$ cat config.mk
export PLATFORM = sky130hd
export DESIGN_NAME = mac_flat
export DESIGN_NICKNAME = d
export VERILOG_FILES = /design/src/rtl/mac_if.sv /design/src/rtl/mac.sv /design/src/flat_wrapper.sv
export SDC_FILE = /design/constraint.sdc
export NUM_CORES = 1
export LEC_CHECK = 0
export CAP_MARGIN = 15
export CORE_MARGIN = 2
export CORE_UTILIZATION = 47
export DETAILED_ROUTE_END_ITERATION = 16
export DONT_BUFFER_PORTS = 1
export SETUP_SLACK_MARGIN = 0.15
export SLEW_MARGIN = 15
export SYNTH_ARGS = -nofsm -noshare
export SYNTH_HDL_FRONTEND = slang
export SYNTH_SLANG_ARGS = --single-unit
$ cat constraint.sdc
create_clock -name clk -period 12.21 [get_ports clk]
set_input_delay 1.221 -clock clk [delete_from_list [all_inputs] [get_ports clk]]
set_output_delay 1.221 -clock clk [all_outputs]
set_load 0.05 [all_outputs]
$ cat src/rtl/mac_if.sv
// Operand/result bundle for the multiply-accumulate unit.
// The master drives x/w and observes out; the mac itself is the slave.
interface mac_if #(
  parameter int N = 8
);
  logic [N-1:0]   x;
  logic [N-1:0]   w;
  logic [2*N-1:0] out;

  modport master (output x, output w, input out);
  modport slave  (input x, input w, output out);
endinterface

$ cat src/rtl/mac.sv
// Unsigned multiply-accumulate: acc <= acc + x*w every clock, wrapping at 2N bits.
// out is taken straight from the accumulator register, so operands never reach it combinationally.
module mac #(
  parameter int N = 8
) (
  input  logic clk,
  input  logic rst,
  mac_if.slave bus
);
  localparam int W = 2 * N;

  logic [W-1:0] pp   [N];
  logic [W-1:0] psum [N+1];
  logic [W-1:0] x_ext;
  logic [W-1:0] acc_reg;
  logic [W-1:0] acc_next;

  assign x_ext   = {{N{1'b0}}, bus.x};
  assign psum[0] = '0;

  // Shift-add array: one partial product per weight bit, summed in a chain
  // so the full 2N-bit product is available within the cycle.
  genvar gi;
  generate
    for (gi = 0; gi < N; gi++) begin : g_pp
      assign pp[gi]       = bus.w[gi] ? (x_ext << gi) : '0;
      assign psum[gi + 1] = psum[gi] + pp[gi];
    end
  endgenerate

  always_comb begin
    acc_next = acc_reg + psum[N];
  end

  always_ff @(posedge clk) begin
    if (rst) begin
      acc_reg <= '0;
    end else begin
      acc_reg <= acc_next;
    end
  end

  assign bus.out = acc_reg;
endmodule

$ cat src/flat_wrapper.sv
// flat-port wrapper written by rule: the top's interface ports become plain ports
module mac_flat 
#(
  parameter int N = 8
)
  (clk, rst, bus_x, bus_w, bus_out);
  mac_if #(.N(N)) bus_i ();
  input  logic clk;
  input  logic rst;
  input wire logic [$bits(bus_i.x)-1:0] bus_x;
  input wire logic [$bits(bus_i.w)-1:0] bus_w;
  output wire logic [$bits(bus_i.out)-1:0] bus_out;
  assign bus_i.x = bus_x;
  assign bus_i.w = bus_w;
  assign bus_out = bus_i.out;
  mac #(.N(N)) u_core (.clk(clk), .rst(rst), .bus(bus_i));
endmodule
**Word-level counts from Yosys, hierarchy flattened**

Index checks and enable logic that the tools add are counted.

- Register bits after elaboration: 16
- Output and inout bits: 16
- Logic and storage cells: 17

- $add $sub $neg: 8
- Muxes and demuxes: 8

Operators by type and width:

| operator | number |
|---|---|
| $add A16 B16 Y16 | 7 |
| $add A16 B15 Y16 | 1 |
| $mux W15 | 1 |
| $mux W14 | 1 |
| $mux W13 | 1 |
| $mux W12 | 1 |
| $mux W11 | 1 |
| $mux W10 | 1 |
| $mux W9 | 1 |
| $mux W8 | 1 |

**Logic depth before layout (Yosys ltp)**

- Depth after elaboration: 9
- Mapped depth: 15
- Mapped depth without buffers: 15

**Worst setup path after synthesis**

Ideal clock, no wire load.

- Path type: input-to-reg
- Start point: in bus_w[7]
- End point: reg u_core.acc_reg[14], in the netlist u_core.bus.out[14]
- Arrival time: 4.872 ns
- Data required time: 12.082 ns
- Path slack: 7.211 ns
- Stages on the path: 15
- Buffers on the path: 0
- Cell sequence: and2_1 > fa_1 > inv_1 > fa_1 > inv_1 > fa_1 > inv_1 > fa_1 > inv_1 > ha_1 > a21o_1 > and2_4 > a2111oi_2 > xor2_1 > nor2_1

- Longest elaborated chain between the ends: 3

Ends and longest elaborated chain:

| what | line | text |
|---|---|---|
| start: declaration | flat_wrapper.sv:11 | `input wire logic [$bits(bus_i.w)-1:0] bus_w;` |
| $mux W15 | mac.sv:26 | `assign pp[gi] = bus.w[gi] ? (x_ext << gi) : '0;` |
| $add A16 B15 Y16 | mac.sv:27 | `assign psum[gi + 1] = psum[gi] + pp[gi];` |
| $add A16 B16 Y16 | mac.sv:32 | `acc_next = acc_reg + psum[N];` |
| end signal: assignment | mac.sv:39 | `acc_reg <= acc_next;` |
| end: declaration | mac.sv:15 | `logic [W-1:0] acc_reg;` |

No other way between the ends.
A chain may end at the register's enable or synchronous reset.

**Worst setup path in the final report**

- Start point: in bus_w[7]
- End point: reg u_core.acc_reg[15], in the netlist u_core.bus.out[15]

The elaborated chain is that of the path after synthesis.

==> impl_summary.txt <==
----------------------------------------------------
[Hold path]
  Hold Crit Class ... flip-flop to flip-flop

[CTS]
  Num CTS Buffers ... 3
  Clk sinks ... 16
  Hold-fix buffer count after cts ... 0
  Number of setup buffers added after CTS ... 0
  Gates resized, CTS repair ... 0
  Clock slew at the register clock pins of the worst setup and hold paths ... 0.08 ns
  CTS Root Cell ... sky130_fd_sc_hd__clkbuf_8
  Worst skew pair latency ... 0.26 ns
  Number of buffers on the longest clock path ... 2
  H-tree levels ... 1
  TritonCTS clock tree ... done

[Setup path]
  Cells traversed along the worst timing path ... and2_1 -> fa_1 -> inv_1 -> fa_1 -> inv_1 -> fa_1 -> inv_1 -> fa_1 -> inv_1 -> ha_1 -> a21o_1 -> and2_4 -> o31ai_1 -> nand4_1 -> nor3b_1
  Crit path buf inv count ... 4
  Crit end category ... flip-flop
  Library cell contributing the largest single delay on the critical path ... sky130_fd_sc_hd__fa_1
  Maximum net fanout on the critical path ... 8
  Worst Setup Start Kind ... primary input
  Dominant delay contributor by cell family on the critical path ... adder cells
  Worst setup path class ... primary input to flip-flop
  Internal reg-to-reg setup slack ... 7.65 ns
  Highest cell delay on the worst timing path ... 0.54 ns
  CP Data Arrival Time ... 5.12 ns
  CP Data Required Time ... 12.37 ns

[Floorplanning]
  Vert. Die Dim ... 80.4 um
  Boundary Pins ... 34
  Initial core utilization ... 0.492
  CORE AREA ... 5570 sq um
  DIE AREA ... 6470 sq um
  Width of the die ... 80.4 um
  Std-Cell Rows ... 27

[STA]
  Worst-case headroom to the max-slew limit ... 0.595
  Final critical-path share of the clock period ... 0.406
  Clock period minus final worst setup slack ... 4.96 ns
  Post-Route Skew ... 0.00577 ns
  Hold violation count in the final report ... 0
  Transition at the pin with the smallest max-transition slack ... 0.606 ns
  Setup repair after global routing missed its margin ... no
  Total count of max-transition violations in the final report ... 0
  Final number of setup-violating endpoints ... 0
  Aggregate negative setup slack ... 0 ns
  Max frequency ... 0.202 GHz

[Logic synthesis]
  Sequential share of the synthesized area ... 0.117
  Cells after Synth ... 293
  Synthesized area per cell ... 9.37 sq um
  Cell types occupying the most area after synthesis ... sky130_fd_sc_hd__fa_1, sky130_fd_sc_hd__ha_1, sky130_fd_sc_hd__dfxtp_1
  Top cell type by total area after synthesis ... sky130_fd_sc_hd__fa_1
  Most numerous cell in the Yosys netlist ... sky130_fd_sc_hd__inv_1
  Yosys reg bits ... 16
  Syn. warnings ... 0
  Syn Std Cell Area ... 2750 sq um
  Main flop type after synthesis ... sky130_fd_sc_hd__dfxtp_1
  Share of synthesized flip-flops with an asynchronous set or reset ... 0
  Count of cell types in the netlist ... 32
  Number of enable-type register cells in the synthesized netlist ... 0
  Yosys top cell area share ... 0.365
  Syn_nets ... 394
  Ranking of synthesized cells by instance count ... sky130_fd_sc_hd__inv_1, sky130_fd_sc_hd__fa_1, sky130_fd_sc_hd__and2_1

[Route]
  Drt first pass iters ... 4
  First DRT Iteration DRCs ... 26
  Detailed-route DRC error count ... 0
  Via-per-instance ratio ... 5.11
  Per-cell routed wire length ... 15.2 um
  Antenna violation net count after detailed routing ... 0
  Routed wire length ... 5580 um
  Vias ... 1,876

[Flow run]
  MaxCap Viol Count ... 0

[Global routing]
  Number of antenna violations at the first check in global routing ... 0
  Combined global-route utilization of all metal layers ... 0.208
  Final global-route overflow total ... 0
  Global-route wire length before repair ... 10,100 um
  Via count of the first global-routing pass ... 2,115
  Pin count of the biggest net entering global routing ... 17

[Finish]
  Final standard cell area without fillers ... 2870 sq um
  Share of cells above drive strength 1 ... 0.0339
  Area overhead of the layout relative to synthesis ... 4.65%
  Number of nets at the end of the flow ... 398
  Diodes inserted ... 0
  Max reg flops ... 16

[Placement]
  Weighted congestion at the end of routability-driven global placement ... 0.805
  Half-perimeter wire length of the detailed placement result ... 4770 um
  Area after detailed placement ... 2830 sq um
  Quantity of I/O buffers inserted on ports ... 0

[Outcome]
  Run status ... finished, final reports clean

----------------------------------------------------
[worst paths after layout]
| check | startpoint | endpoint | cells after the start |
|---|---|---|---|
| hold / removal | u_core.bus.out[0] | u_core.bus.out[0] | 2 |
| setup reg to reg | u_core.bus.out[10] | u_core.bus.out[15] | 14 |
| setup / recovery | bus_w[7] | u_core.bus.out[15] | 15 |
| hold reg to reg | u_core.bus.out[0] | u_core.bus.out[0] | 2 |
[metrics by stage]
stage	setup WS (ns)	instances	hold slack [ns]	utilization
3_5_place_dp	7.00	364	0.978	0.508
2_1_floorplan	7.21	293	0.941	-
4_1_cts	7.24	367	0.997	0.515
6_report	7.25	367	0.985	0.515
3_3_place_gp	6.98	364	0.955	0.508
5_1_grt	7.05	367	1.01	0.515
[layout make-up]
| type | instances | area [sq um] |
|---|---|---|
| fillers | 545 | 2700 |
| multi-input cells | 213 | 2180 |
| flip-flops and latches | 16 | 320 |
| inverters | 63 | 236 |
| well taps | 72 | 90.1 |
| clock buffers | 3 | 41.3 |
[per-layer routing]
metal	GRT usage	wire, um	up-vias
met5	0	0	-
met4	0.0644	115	0
met1	0.297	2640	919
li1	-	-	906
met2	0.315	2510	40
met3	0.0438	312	11
[worst min-delay path: stages, from the launching register on]
cell                      delay [ns]
sky130_fd_sc_hd__dfxtp_1        0.48
sky130_fd_sc_hd__ha_1           0.36
sky130_fd_sc_hd__nor2b_1        0.11
[logic make-up after synthesis]
logic type	after synthesis	share of synthesized area
adder cells (fa/ha/maj)	83	0.515
AND/OR/NAND/NOR	94	0.181
flip-flops	16	0.117
AO/OA/AOI/OAI	26	0.0675
XOR/XNOR	10	0.0319
buffers and inverters	64	0.0875
[layout by cell type (no fill, tap or decap), drive strengths merged, types with 2 or more instances in the layout]
cell    count
and2       36
nor2b       8
dfxtp      16
clkbuf      3
ha         33
a211oi      4
a21oi       7
fa         50
xnor2       4
nand2      30
inv        63
xor2        6
nor3        2
o21bai      2
a21o        5
o21ai       4
nand4       3
nor2       11
Power is not shown: default switching activity piles up to over one toggle a cycle in this logic, so the estimate is an artifact.
